$ cat config.mk
export PLATFORM = sky130hd
export DESIGN_NAME = tick_counter
export DESIGN_NICKNAME = d
export VERILOG_FILES = /design/src/rtl/tick_counter.sv
export SDC_FILE = /design/constraint.sdc
export NUM_CORES = 1
export LEC_CHECK = 0
export CORE_ASPECT_RATIO = 0.9
export CORE_MARGIN = 2
export CORE_UTILIZATION = 50
export DETAILED_ROUTE_END_ITERATION = 10
export GPL_TIMING_DRIVEN = 0
export PLACE_DENSITY_LB_ADDON = 0.2
export SETUP_SLACK_MARGIN = 0.1
export SYNTH_ARGS = -nofsm -noshare
export SYNTH_HDL_FRONTEND = slang
export SYNTH_SLANG_ARGS = --single-unit
$ cat constraint.sdc
create_clock -name clk -period 4.4 [get_ports clk]
set_input_delay 1.32 -clock clk [delete_from_list [all_inputs] [get_ports clk]]
set_output_delay 1.32 -clock clk [all_outputs]
set_load 0.1 [all_outputs]
$ cat src/rtl/tick_counter.sv
// tick_counter: divide-by-DIV prescaler driving an up/down counter
// with load, wrap/saturate and terminal-count pulses.
module tick_counter #(
    parameter int unsigned WIDTH = 4,
    parameter int unsigned DIV   = 12000000,
    parameter int unsigned MAX   = 2**WIDTH-1
) (
    input  logic             clk,
    input  logic             rstn,
    input  logic             en,
    input  logic             dir,
    input  logic             sat,
    input  logic             load,
    input  logic [WIDTH-1:0] load_val,
    output logic [WIDTH-1:0] data,
    output logic             tick,
    output logic             tc
);

    localparam int unsigned PW = (DIV > 1) ? $clog2(DIV) : 1;
    localparam logic [PW-1:0] PTOP = PW'(DIV - 1);
    localparam logic [WIDTH-1:0] MAXV = WIDTH'(MAX);

    logic [PW-1:0]    r_pres;
    logic [WIDTH-1:0] r_data;
    logic             r_tick;
    logic             r_tc;

    logic             w_step;
    logic             w_bound;
    logic [WIDTH-1:0] w_next;
    logic [WIDTH-1:0] w_clamp;

    assign w_step  = en && !load && (r_pres == PTOP);
    assign w_bound = dir ? (r_data == MAXV) : (r_data == '0);
    assign w_clamp = (load_val > MAXV) ? MAXV : load_val;

    // Next count on a step: move one toward dir, or wrap/hold at a bound
    always_comb begin
        w_next = r_data;
        if (dir) begin
            if (w_bound) w_next = sat ? MAXV : '0;
            else         w_next = r_data + WIDTH'(1);
        end else begin
            if (w_bound) w_next = sat ? '0 : MAXV;
            else         w_next = r_data - WIDTH'(1);
        end
    end

    // Prescaler, count register and one-cycle step/bound pulses
    always_ff @(posedge clk or negedge rstn) begin
        if (!rstn) begin
            r_pres <= '0;
            r_data <= '0;
            r_tick <= 1'b0;
            r_tc   <= 1'b0;
        end else if (load) begin
            r_pres <= '0;
            r_data <= w_clamp;
            r_tick <= 1'b0;
            r_tc   <= 1'b0;
        end else if (en) begin
            r_pres <= w_step ? '0 : r_pres + PW'(1);
            if (w_step) r_data <= w_next;
            r_tick <= w_step;
            r_tc   <= w_step && w_bound;
        end else begin
            r_tick <= 1'b0;
            r_tc   <= 1'b0;
        end
    end

    assign data = r_data;
    assign tick = r_tick;
    assign tc   = r_tc;

endmodule

-- Yosys cells after proc, flatten, opt, wreduce, memory -nomap -nowiden
Cells that the tools add are included.
- bits in registers: 30
- input bits: 10
- output and inout port bits: 6
- word-level logic and storage cells: 35
- add/subtract/negate cells: 3
- order comparisons: 1
- equal/unequal tests: 2
- mux-type cells: 17
- reductions and logical operators: 8
- operators by type and width (cell ; number):
    two-way mux 24 bit ; 3
    two-way mux 4 bit ; 9
    adder 24 x 1 -> 24 bit (second input constant) ; 1
    equality test 24 bit (second input constant) ; 1
    two-way mux 1 bit ; 5
    adder 4 x 1 -> 4 bit (second input constant) ; 1
    equality test 4 bit (second input constant) ; 1
    greater-than comparator 4 bit (second input constant) ; 1
    zero test 4 bit ; 1
    nonzero test 2 bit ; 2
    subtractor 4 x 1 -> 4 bit (second input constant) ; 1
    logical AND 1 bit ; 3
    AND reduction 2 bit ; 1
    zero test 1 bit ; 1

-- Longest topological paths before layout
Gate-level depths: netlist of run 1.
- word-level depth: 7
- mapped depth: 8
- mapped depth without buffers: 7

-- Worst setup path after synthesis of run 1
No wires, ideal clock.
- path type: input to register
- start: input en
- end: register r_data[0], in the netlist data[0]
- library setup time: 0.104 ns
- arrival: 2.852 ns
- data required time: 4.296 ns
- path slack: 1.444 ns
- cell stages on the path: 7
- buffers on the path: 2
- cells stage by stage: buf_2 > and4b_1 > nand4_1 > or4_4 > buf_6 > or4_1 > o311ai_1
- longest elaborated chain between the ends: 4
- elaborated cells between the ends (all ways): 5
- those cells by class: 5 x reduce/logical
- RTL lines (element ; RTL line ; text):
    from (decl) ; 10 ; input logic en,
    logical AND 1 bit (2 in a row) ; 34 ; assign w_step = en && !load && (r_pres == PTOP);
    nonzero test 2 bit (no source line) ; n/a ;
    AND reduction 2 bit (no source line) (*) ; n/a ;
    to (signal assigned) ; 59 ; r_data <= w_clamp;
    to (signal assigned) ; 64 ; if (w_step) r_data <= w_next;
    to (decl) ; 25 ; logic [WIDTH-1:0] r_data;
Mark *: on every way between the ends. The rest lies on a longest branch, timed or not.
A chain may end at the register's enable or synchronous reset.

-- Worst setup path after layout of run 1
- start: input load
- end: register r_pres[22]
- longest elaborated chain between the ends: 6
- elaborated cells between the ends (all ways): 7
- those cells by class: 3 x mux; 4 x reduce/logical
- RTL lines (element ; RTL line ; text):
    from (decl) ; 13 ; input logic load,
    zero test 1 bit ; 34 ;
    logical AND 1 bit (2 in a row) ; 34 ;
    two-way mux 24 bit ; 63 ; r_pres <= w_step ? '0 : r_pres + PW'(1);
    two-way mux 24 bit ; 62 ; end else if (en) begin
    two-way mux 24 bit ; 57 ; end else if (load) begin
    to (signal assigned) ; 63 ;
    to (decl) ; 24 ; logic [PW-1:0] r_pres;
Several ways; a longest one is shown, not always the timed one. The select of a mux whose other input is x is not followed.

==> summary.txt, run 1 <==
Power
  – Power per cell area: 314 nW/um2
  – Sequential share of power: 46.2%
  – Lkg Pwr: 0.798 nW
  – Max VDD drop: 0.178 mV
  – Pint: 0.464 mW
  – Combinational share of power: 12.7%
  – Sw frac: 25.7%
  – Net switching power figure: 0.161 mW
  – Clock Power Share: 41.1%

Critical path
  – Critical-path top delay cell: clkdlybuf4s50_1
  – Startpoint types: primary input
  – CP Depth: 8
  – Worst setup startpoint: load
  – Crit path required time: 4.56 ns
  – Worst Path Arrival: 3.44 ns
  – Largest delay share family, worst path: buffers and inverters
  – CP Class: in -> reg
  – Reg-to-reg endpoint: data[0]$_DFFE_PN0P_
  – Setup slack, reg-to-reg: 2.02 ns
  – Crit-path max cell delay: 0.52 ns
  – Reg2reg start: r_pres[0]$_DFFE_PN0P_
  – Setup crit end: r_pres[22]$_DFFE_PN0P_
  – Crit path max fanout: 10
  – Worst reg2reg path depth: 7
  – Endpoint class of the critical path: flip-flop
  – Worst-path cell chain: clkdlybuf4s50_1 > buf_2 > o211ai_1 > or3_1 > clkbuf_1 > nor4_1 > xnor2_1 > nor2_1
  – Buf+Inv Stages, Crit Path: 3

Synth
  – Number of enable flip-flop cells after synthesis: 0
  – Dominant cell type by area after synthesis: dfrtp_1
  – Ys Warns: 0
  – Synth top area cells: dfrtp_1, xnor2_1, nor2_1
  – Post-Syn Instances: 190
  – Most used DFF post-synth: dfrtp_1
  – Post-synthesis async set-or-reset flop share: 100%
  – Yosys top cell area share: 44.2%
  – Syn nets: 203
  – Synthesized area per cell: 8.95 um2
  – Post-synth top cells: nor2_1, dfrtp_1, nand2_1, xnor2_1, inv_1
  – Synth cell types: 41
  – Cell Area, Synth: 1700 um2
  – Count of state elements after synthesis: 30
  – Seq/Total Area, Yosys: 44.2%
  – Most frequent cell after synthesis: nor2_1

Timing
  – Tmin final: 3.28 ns
  – Slew headroom: 35.0%
  – Final WS setup: 1.12 ns
  – RSZ-0062 raised after global routing: false
  – Max Slew Vio Count: 0
  – Final worst-path cycle share: 74.5%
  – Max frequency: 0.305 GHz
  – Final setup viols: 0
  – Clock Skew: 0.00223 ns
  – Final Hold Vio Count: 0
  – Worst-margin pin slew: 0.972 ns
  – Setup TNS: 0 ns

Placed design
  – HPWL Detailed: 2670 um
  – Place WS: 0.859 ns
  – Post-DP Area: 1890 um2
  – Port buffer count: 13
  – GP Congestion: 0.938

Run status
  – Status: completed

Routing
  – Final WL: 3690 um
  – Iter 0 DRT Violations: 112
  – Final ANT Viol Nets: 0
  – Drt drc: 0
  – Drt first pass iters: 5
  – Vias/cell: 5.55
  – DR WL/cell: 14.5 um
  – Routed vias: 1414

GRT
  – Gr usage total: 21.3%
  – Via count of the first global-routing pass: 1296
  – Largest net degree at the start of global routing: 31
  – First-pass GRT wire length: 6240 um
  – Initial antenna violation count: 0
  – Total grt overflow: 0

Clocking
  – Root Driver: clkbuf_8
  – Num CTS Buffers: 5
  – # hold bufs at CTS: 0
  – Worst-Skew Late Latency: 0.28 ns
  – Worst-path clk slew: 0.06 ns
  – TritonCTS sink count: 30
  – CTS tree: built
  – # resized after CTS: 0
  – Clk buf depth: 2
  – # H-tree levels: 2
  – Setup bufs post-CTS: 0

Final layout
  – Area grow syn2layout: 17.1%
  – Final nets: 223
  – # fillers: 297
  – Share of cells above drive strength 1: 7.58%
  – Diode count: 0
  – Final design utilization: 60.3%
  – Finished Cell Area: 1990 um2

Floorplanning
  – I/O pins: 16
  – Die area: 3880 um2
  – Starting Density: 51.5%
  – Core region area: 3300 um2
  – Die Ht: 59.3 um
  – Row count: 20
  – Horiz. Die Dim: 65.5 um

Job
  – # Max-Cap Violations: 0

Hold path
  – HP Class: reg -> reg
==> worst min-delay path by stage <==
stage / startpoint / end / slack (ns) / depth (start not counted)
finish: r_pres[22]$_DFFE_PN0P_ / r_pres[22]$_DFFE_PN0P_ / 0.58 / 2
global route: r_pres[6]$_DFFE_PN0P_ / r_pres[6]$_DFFE_PN0P_ / 0.62 / 2
CTS: r_pres[22]$_DFFE_PN0P_ / r_pres[22]$_DFFE_PN0P_ / 0.57 / 2
detailed placement: r_pres[22]$_DFFE_PN0P_ / r_pres[22]$_DFFE_PN0P_ / 0.56 / 2
global placement: r_pres[22]$_DFFE_PN0P_ / r_pres[22]$_DFFE_PN0P_ / 0.54 / 2
floorplan: r_pres[22]$_DFFE_PN0P_ / r_pres[22]$_DFFE_PN0P_ / 0.51 / 2
==> layer usage <==
metal  vias to the layer above  global-route usage [%]  share of wire [%]
met4                         0                    7.14                1.3
met3                         6                    5.13                4.4
li1                        695                       -                  -
met1                       680                    28.9                 45
met5                         -                       0                  0
met2                        33                    34.0                 49
==> state kept, by name, summed over array words and instances, names as in the netlist <==
register,flops
data,4
r_pres,24
tc,1
tick,1
==> layout make-up <==
| cell class | count | area (um2) | share of cell area [%] |
|---|---|---|---|
| buffer | 9 | 46.3 | 2.33 |
| clock buffer | 8 | 110 | 5.53 |
| inverter | 9 | 33.8 | 1.70 |
| multi-input combinational | 142 | 870 | 43.7 |
| sequential | 30 | 751 | 37.7 |
| tap | 44 | 55.1 | 2.77 |
| timing repair buffer | 13 | 125 | 6.29 |
==> logic make-up (layout without fill, tap and decap cells) <==
family,Yosys count,in the layout,synth area share (%)
AOI/OAI and AO/OA,18,18,7.73
xor gates and xnor gates,23,23,11.8
adders and majority gates,3,3,2.21
buffers and inverters,18,39,4.71
DFF,30,30,44.2
muxes,1,1,0.589
and+or+nand+nor,97,97,28.8
==> metrics by stage <==
stage / hold slack, ns / total power, mW / cells
2_1_floorplan: 0.515 / 0.346 / 190
3_3_place_gp: 0.541 / 0.371 / 247
3_5_place_dp: 0.561 / 0.373 / 247
4_1_cts: 0.573 / 0.632 / 255
5_1_grt: 0.618 / 0.651 / 255
6_report: 0.578 / 0.625 / 255
==> cells in the final DEF, fill, tap and decap left out, drive strengths merged, types with 2 or more instances in the layout <==
cell type,instances
and3,2
nor2,36
o21ai,2
nand4,8
nor4,4
clkdlybuf4s50,12
clkbuf,12
or4,4
dfrtp,30
inv,9
xnor2,17
xor2,6
buf,6
nor2b,2
nand3b,2
nand2b,4
or3,3
o211ai,2
a21oi,2
nand3,4
nor3,6
ha,3
nand2,17
a31oi,2
a22oi,2
==> tightest hold or removal path, cell delays in order (launching register included) <==
cell	delay [ns]
dfrtp_1	0.37
xnor2_1	0.13
nor2_1	0.04
==> power by group through the flow <==
stage / clock network, mW / logic (mW) / registers, mW
2_1_floorplan: 0 / 0.0295 / 0.316
3_3_place_gp: 0 / 0.0787 / 0.293
3_5_place_dp: 0 / 0.0802 / 0.293
4_1_cts: 0.264 / 0.0803 / 0.288
5_1_grt: 0.276 / 0.0863 / 0.289
6_report: 0.257 / 0.0794 / 0.288
(Power assumes the default switching activity.)
==> run 2, diff against run 1 <==
- clock period: 4.4 -> 2.94 ns (I/O delays scaled with it)
==> run 2 against run 1 <==
Against the previous run: clock skew is essentially flat; sequential power grew 50%; first-iteration DRC count shrank 19%; wire length grew 1.9%; global-route usage is the same; combinational power grew 50%; largest cell class unchanged.
==> summary.txt, run 2 (same netlist as run 1, synthesis figures left out) <==
Run status
  – Status: completed (unchanged)

Clocking
  – # H-tree levels: 2 (unchanged)
  – # hold bufs at CTS: 0 (unchanged)
  – Setup bufs post-CTS: 0 (unchanged)
  – TritonCTS sink count: 30 (unchanged)
  – # resized after CTS: 0 (unchanged)
  – Clk buf depth: 2 (unchanged)
  – Worst-path clk slew: 0.06 ns (about the same)
  – Worst-Skew Late Latency: 0.28 ns (about the same)
  – CTS tree: built (unchanged)
  – Root Driver: clkbuf_8 (unchanged)
  – Num CTS Buffers: 5 (unchanged)

GRT
  – Gr usage total: 21.3% (unchanged)
  – Gr busiest metal: met2 (unchanged)
  – Total grt overflow: 0 (unchanged)
  – Initial antenna violation count: 0 (unchanged)
  – Met1 usage: 28.9% (unchanged)
  – Met3 GRT Util: 5.13% (unchanged)
  – Via count of the first global-routing pass: 1296 (unchanged)
  – Met2 global-route usage: 34.0% (unchanged)
  – First-pass GRT wire length: 6240 um (unchanged)
  – Largest net degree at the start of global routing: 31 (unchanged)

Routing
  – Final ANT Viol Nets: 0 (unchanged)
  – Routed vias: 1401 (was 1414)
  – Iter 0 DRT Violations: 91 (was 112)
  – Drt first pass iters: 5 (unchanged)
  – Drt drc: 0 (unchanged)
  – Final WL: 3760 um (was 3690 um)
  – Vias/cell: 5.49 (was 5.55)
  – DR WL/cell: 14.7 um (was 14.5 um)

Critical path
  – Setup crit end: data[0]$_DFFE_PN0P_ (was r_pres[22]$_DFFE_PN0P_)
  – Worst Path Arrival: 2.96 ns (was 3.44 ns)
  – CP Depth: 7 (was 8)
  – Worst reg2reg path depth: 7 (unchanged)
  – Largest delay share family, worst path: simple AND/OR/NAND/NOR gates (was buffers and inverters)
  – Worst-path cell chain: clkdlybuf4s50_1 > and4b_1 > nand4_1 > or4_4 > buf_6 > or4_1 > o311ai_1 (was clkdlybuf4s50_1 > buf_2 > o211ai_1 > or3_1 > clkbuf_1 > nor4_1 > xnor2_1 > nor2_1)
  – Crit path max fanout: 10 (unchanged)
  – Crit-path max cell delay: 0.47 ns (was 0.52 ns)
  – Reg-to-reg endpoint: data[0]$_DFFE_PN0P_ (unchanged)
  – Startpoint types: primary input (unchanged)
  – Worst setup startpoint: load (unchanged)
  – Endpoint class of the critical path: flip-flop (unchanged)
  – CP Class: in -> reg (unchanged)
  – Buf+Inv Stages, Crit Path: 2 (was 3)
  – Critical-path top delay cell: clkdlybuf4s50_1 (unchanged)
  – Setup slack, reg-to-reg: 0.55 ns (was 2.02 ns)
  – Crit path required time: 3.11 ns (was 4.56 ns)
  – Reg2reg start: r_pres[0]$_DFFE_PN0P_ (unchanged)

Power
  – Combinational share of power: 12.8% (was 12.7%)
  – Net switching power figure: 0.241 mW (was 0.161 mW)
  – Lkg Pwr: 0.848 nW (was 0.798 nW)
  – Pwr Total: 0.935 mW (was 0.625 mW)
  – Sequential share of power: 46.1% (was 46.2%)
  – Power per cell area: 464 nW/um2 (was 314 nW/um2)
  – Max VDD drop: 0.266 mV (was 0.178 mV)
  – Sw frac: 25.7% (about the same)
  – Clock Power Share: 41.1% (about the same)
  – Pint: 0.694 mW (was 0.464 mW)

Timing
  – Setup TNS: 0 ns (unchanged)
  – Worst-margin pin slew: 0.972 ns (about the same)
  – Final worst-path cycle share: 94.8%
  – Clock Skew: 0.00186 ns (was 0.00223 ns)
  – Max frequency: 0.359 GHz
  – Final setup viols: 0 (unchanged)
  – Final WS setup: 0.153 ns (was 1.12 ns)
  – RSZ-0062 raised after global routing: false (unchanged)
  – Final Hold Vio Count: 0 (unchanged)
  – Slew headroom: 35.0% (about the same)
  – Max Slew Vio Count: 0 (unchanged)
  – Tmin final: 2.79 ns
  – Hold Slack: 0.577 ns (was 0.578 ns)

Floorplanning
  – I/O pins: 16 (unchanged)
  – Row count: 20 (unchanged)
  – Starting Density: 51.5% (unchanged)
  – Die Ht: 59.3 um (unchanged)
  – Horiz. Die Dim: 65.5 um (unchanged)
  – Core region area: 3300 um2 (unchanged)
  – Die area: 3880 um2 (unchanged)

Final layout
  – Largest register FFs: 24 (unchanged)
  – Area grow syn2layout: 18.6% (was 17.1%)
  – Top reg by flops: r_pres (unchanged)
  – Share of cells above drive strength 1: 8.53% (was 7.58%)
  – Commonest cells after routing, fill and taps aside: nor2_1, dfrtp_1, nand2_1, xnor2_1 (was nor2_1, dfrtp_1, nand2_1, xnor2_1, clkdlybuf4s50_1)
  – Final design utilization: 61.1% (was 60.3%)
  – Commonest non-fill, non-tap cell in the layout: nor2_1 (unchanged)
  – Final nets: 223 (unchanged)
  – Diode count: 0 (unchanged)
  – # fillers: 291 (was 297)

Hold path
  – HP Class: reg -> reg (unchanged)
  – Worst hold start: r_pres[22]$_DFFE_PN0P_ (unchanged)
  – Hold path depth: 2 (unchanged)

Placed design
  – GP Congestion: 0.938 (unchanged)
  – HPWL Detailed: 2670 um (unchanged)
  – Port buffer count: 13 (unchanged)
  – Place WS: -0.163 ns (was 0.859 ns)

Job
  – # Max-Cap Violations: 0 (unchanged)
[run 2: power by group through the flow]
stage	Sequential, mW	Combinational (mW)	Clock, mW
2_1_floorplan	0.473	0.0441	0
3_3_place_gp	0.438	0.118	0
3_5_place_dp	0.439	0.120	0
4_1_cts	0.431	0.120	0.395
5_1_grt	0.432	0.129	0.413
6_report	0.431	0.119	0.385
[run 2: layout make-up]
class                           count  area [um2]  area share, %
Buffer                              9        50.0           2.48
Clock buffer                        8         110           5.46
Inverter                            9        33.8           1.67
Multi-Input combinational cell    142         885           43.9
Sequential cell                    30         751           37.2
Tap cell                           44        55.1           2.73
Timing Repair Buffer               13         133           6.58
[run 2: how the worst min path moves through the flow]
stage / slack (ns) / end
5_1_grt: 0.62 / r_pres[6]$_DFFE_PN0P_
2_1_floorplan: 0.51 / r_pres[22]$_DFFE_PN0P_
4_1_cts: 0.57 / r_pres[22]$_DFFE_PN0P_
6_report: 0.58 / r_pres[22]$_DFFE_PN0P_
3_3_place_gp: 0.54 / r_pres[22]$_DFFE_PN0P_
3_5_place_dp: 0.56 / r_pres[22]$_DFFE_PN0P_
[run 2: worst reg2reg max path: stages (launching register included)]
cell and delay (ns):
dfrtp_1 0.42, ha_1 0.25, nor4bb_1 0.26, nand4_1 0.17
or4_4 0.45, buf_6 0.16, or4_1 0.48, o311ai_1 0.11
[run 2: metrics by stage]
stage	area, um2	cells
detailed placement	1890	247
global placement	1890	247
CTS	2000	255
global route	2020	255
finish	2020	255
floorplan	1700	190
[run 2: layer usage]
metal	vias to the layer above	part of all wire (%)
li1	695	-
met1	667	46
met2	33	48
met3	6	4.8
met4	0	1.3
met5	-	0
==> run 3, diff against run 2 <==
- CORE_ASPECT_RATIO: 0.9 -> 2
==> run 3 against run 2 <==
Against the previous run: clock skew increased by 0.0030 ns; total power decreased by 8.8%; design area is 3.5% lower; combinational power about the same; final cell count decreased by 5.1%; flip-flop and latch count is the same; critical path type is now reg -> out; critical endpoint is now data[2]; largest cell class unchanged; highest routed layer unchanged.
==> summary.txt, run 3 (same netlist as run 1, synthesis figures left out) <==
Final layout
  – Finished Cell Area: 1950 um2 (was 2020 um2)
  – Final design utilization: 58.9% (was 61.1%)
  – Area grow syn2layout: 14.5% (was 18.6%)
  – Top reg by flops: r_pres (unchanged)
  – Final nets: 223 (unchanged)
  – Commonest non-fill, non-tap cell in the layout: nor2_1 (unchanged)
  – Largest register FFs: 24 (unchanged)
  – Diode count: 0 (unchanged)
  – Share of cells above drive strength 1: 6.19% (was 8.53%)
  – # fillers: 312 (was 291)
  – Commonest cells after routing, fill and taps aside: nor2_1, dfrtp_1, nand2_1, xnor2_1, clkdlybuf4s50_1 (was nor2_1, dfrtp_1, nand2_1, xnor2_1)

Critical path
  – Setup slack, reg-to-reg: 0.66 ns (was 0.55 ns)
  – Reg2reg start: r_pres[0]$_DFFE_PN0P_ (unchanged)
  – Startpoint types: flip-flop (was primary input)
  – Critical-path top delay cell: clkdlybuf4s50_1 (unchanged)
  – Worst Path Arrival: 1.89 ns (was 2.96 ns)
  – Crit path max fanout: 7 (was 10)
  – Worst reg2reg path depth: 7 (unchanged)
  – Endpoint class of the critical path: output port (was flip-flop)
  – Buf+Inv Stages, Crit Path: 1 (was 2)
  – Worst-path cell chain: clkdlybuf4s50_1 (was clkdlybuf4s50_1 > and4b_1 > nand4_1 > or4_4 > buf_6 > or4_1 > o311ai_1)
  – Reg-to-reg endpoint: data[0]$_DFFE_PN0P_ (unchanged)
  – Crit-path max cell delay: 1.17 ns (was 0.47 ns)
  – Largest delay share family, worst path: buffers and inverters (was simple AND/OR/NAND/NOR gates)
  – Crit path required time: 2.06 ns (was 3.11 ns)
  – CP Class: reg -> out (was in -> reg)

Routing
  – Vias/cell: 5.68 (was 5.49)
  – Final ANT Viol Nets: 0 (unchanged)
  – Routed vias: 1375 (was 1401)
  – DR WL/cell: 13.7 um (was 14.7 um)
  – Iter 0 DRT Violations: 22 (was 91)
  – Final WL: 3310 um (was 3760 um)
  – Drt drc: 0 (unchanged)
  – Drt first pass iters: 4 (was 5)

Floorplanning
  – Die area: 3910 um2 (was 3880 um2)
  – Row count: 30 (was 20)
  – I/O pins: 16 (unchanged)
  – Horiz. Die Dim: 45.2 um (was 65.5 um)
  – Die Ht: 86.5 um (was 59.3 um)
  – Starting Density: 51.5% (unchanged)
  – Core region area: 3300 um2 (unchanged)

Power
  – Lkg Pwr: 0.797 nW (was 0.848 nW)
  – Power per cell area: 438 nW/um2 (was 464 nW/um2)
  – Max VDD drop: 0.390 mV (was 0.266 mV)

Placed design
  – HPWL Detailed: 2530 um (was 2670 um)
  – Post-DP Area: 1870 um2 (was 1890 um2)
  – GP Congestion: 0.821 (was 0.938)
  – Port buffer count: 13 (unchanged)

Timing
  – Slew headroom: 35.6% (was 35.0%)
  – Max Slew Vio Count: 0 (unchanged)
  – Final setup viols: 0 (unchanged)
  – Final Hold Vio Count: 0 (unchanged)
  – RSZ-0062 raised after global routing: false (unchanged)
  – Max frequency: 0.360 GHz (was 0.359 GHz)
  – Final worst-path cycle share: 94.4% (was 94.8%)
  – Tmin final: 2.77 ns (was 2.79 ns)
  – Clock Skew: 0.00483 ns (was 0.00186 ns)
  – Worst-margin pin slew: 0.964 ns (was 0.972 ns)
  – Setup TNS: 0 ns (unchanged)
  – Hold Slack: 0.560 ns (was 0.577 ns)

GRT
  – Largest net degree at the start of global routing: 31 (unchanged)
  – Via count of the first global-routing pass: 1287 (was 1296)
  – Gr usage total: 20.3% (was 21.3%)
  – Total grt overflow: 0 (unchanged)
  – First-pass GRT wire length: 5820 um (was 6240 um)
  – Initial antenna violation count: 0 (unchanged)

Clocking
  – Worst-path clk slew: 0.06 ns (about the same)
  – Root Driver: clkbuf_8 (unchanged)
  – TritonCTS sink count: 30 (unchanged)
  – Clk buf depth: 2 (unchanged)
  – # H-tree levels: 2 (unchanged)
  – Num CTS Buffers: 5 (unchanged)
  – CTS tree: built (unchanged)
  – Worst-Skew Late Latency: 0.28 ns (about the same)

Hold path
  – HP Class: reg -> reg (unchanged)
  – Worst Hold End: r_pres[22]$_DFFE_PN0P_ (unchanged)
  – Worst hold start: r_pres[22]$_DFFE_PN0P_ (unchanged)
  – Hold path depth: 2 (unchanged)

Run status
  – Status: completed (unchanged)

Job
  – # Max-Cap Violations: 0 (unchanged)
[run 3: report_power, final]
| part | leakage, nW | switching (mW) | internal (mW) | total [mW] |
|---|---|---|---|---|
| Combinational | 0.349 | 0.0795 | 0.0379 | 0.117 |
| Clock | 0.0383 | 0.142 | 0.162 | 0.304 |
| Sequential | 0.410 | 0.0116 | 0.420 | 0.432 |
[run 3: final cells by class]
class / count / area, um2 / share of cell area [%]
multi-input combinational: 142 / 870 / 44.7
tap: 32 / 40.0 / 2.06
inverter: 9 / 33.8 / 1.74
clock buffer: 7 / 76.3 / 3.92
sequential: 30 / 751 / 38.6
timing repair buffer: 13 / 130 / 6.68
buffer: 9 / 46.3 / 2.38
[run 3: metal layers]
metal | GRT usage, % | share of wire [%] | wire, um
met3 | 5.63 | 3.9 | 129
met2 | 29.4 | 49 | 1610
met5 | 0 | 0 | 0
met4 | 8.82 | 2.5 | 83
met1 | 28.1 | 45 | 1480
[run 3: worst max-delay path by stage]
stage	startpoint	endpoint	slack, ns	cells after the start
6_report	data[2]$_DFFE_PN0P_	data[2]	0.17	1
5_1_grt	load	r_pres[22]$_DFFE_PN0P_	0.10	8
4_1_cts	data[3]$_DFFE_PN0P_	data[3]	0.13	1
3_5_place_dp	load	r_pres[22]$_DFFE_PN0P_	-0.08	8
3_3_place_gp	load	r_pres[22]$_DFFE_PN0P_	-0.03	8
2_1_floorplan	data[0]$_DFFE_PN0P_	data[3]$_DFFE_PN0P_	0.36	7
[run 3: per-stage QoR]
step | instances | worst slack [ns] | power [mW]
after floorplan | 190 | 0.360 | 0.517
after global placement | 235 | -0.0316 | 0.557
after detailed placement | 235 | -0.0844 | 0.558
after CTS | 242 | 0.129 | 0.865
after global routing | 242 | 0.103 | 0.896
final | 242 | 0.165 | 0.853
[run 3: worst register-to-register path, stage by stage (launching register included)]
cell	delay, ns
dfrtp_1	0.43
ha_1	0.26
nor4bb_1	0.22
nand4_1	0.13
or4_4	0.44
buf_6	0.16
or4_1	0.46
o311ai_1	0.09
[run 3: repair_timing]
item / 4_1_cts / 5_1_grt
gates resized for setup: 0 / 2
endpoints found under the setup margin: 0 / 2
hold buffers: 0 / 0
setup buffers: 0 / 0
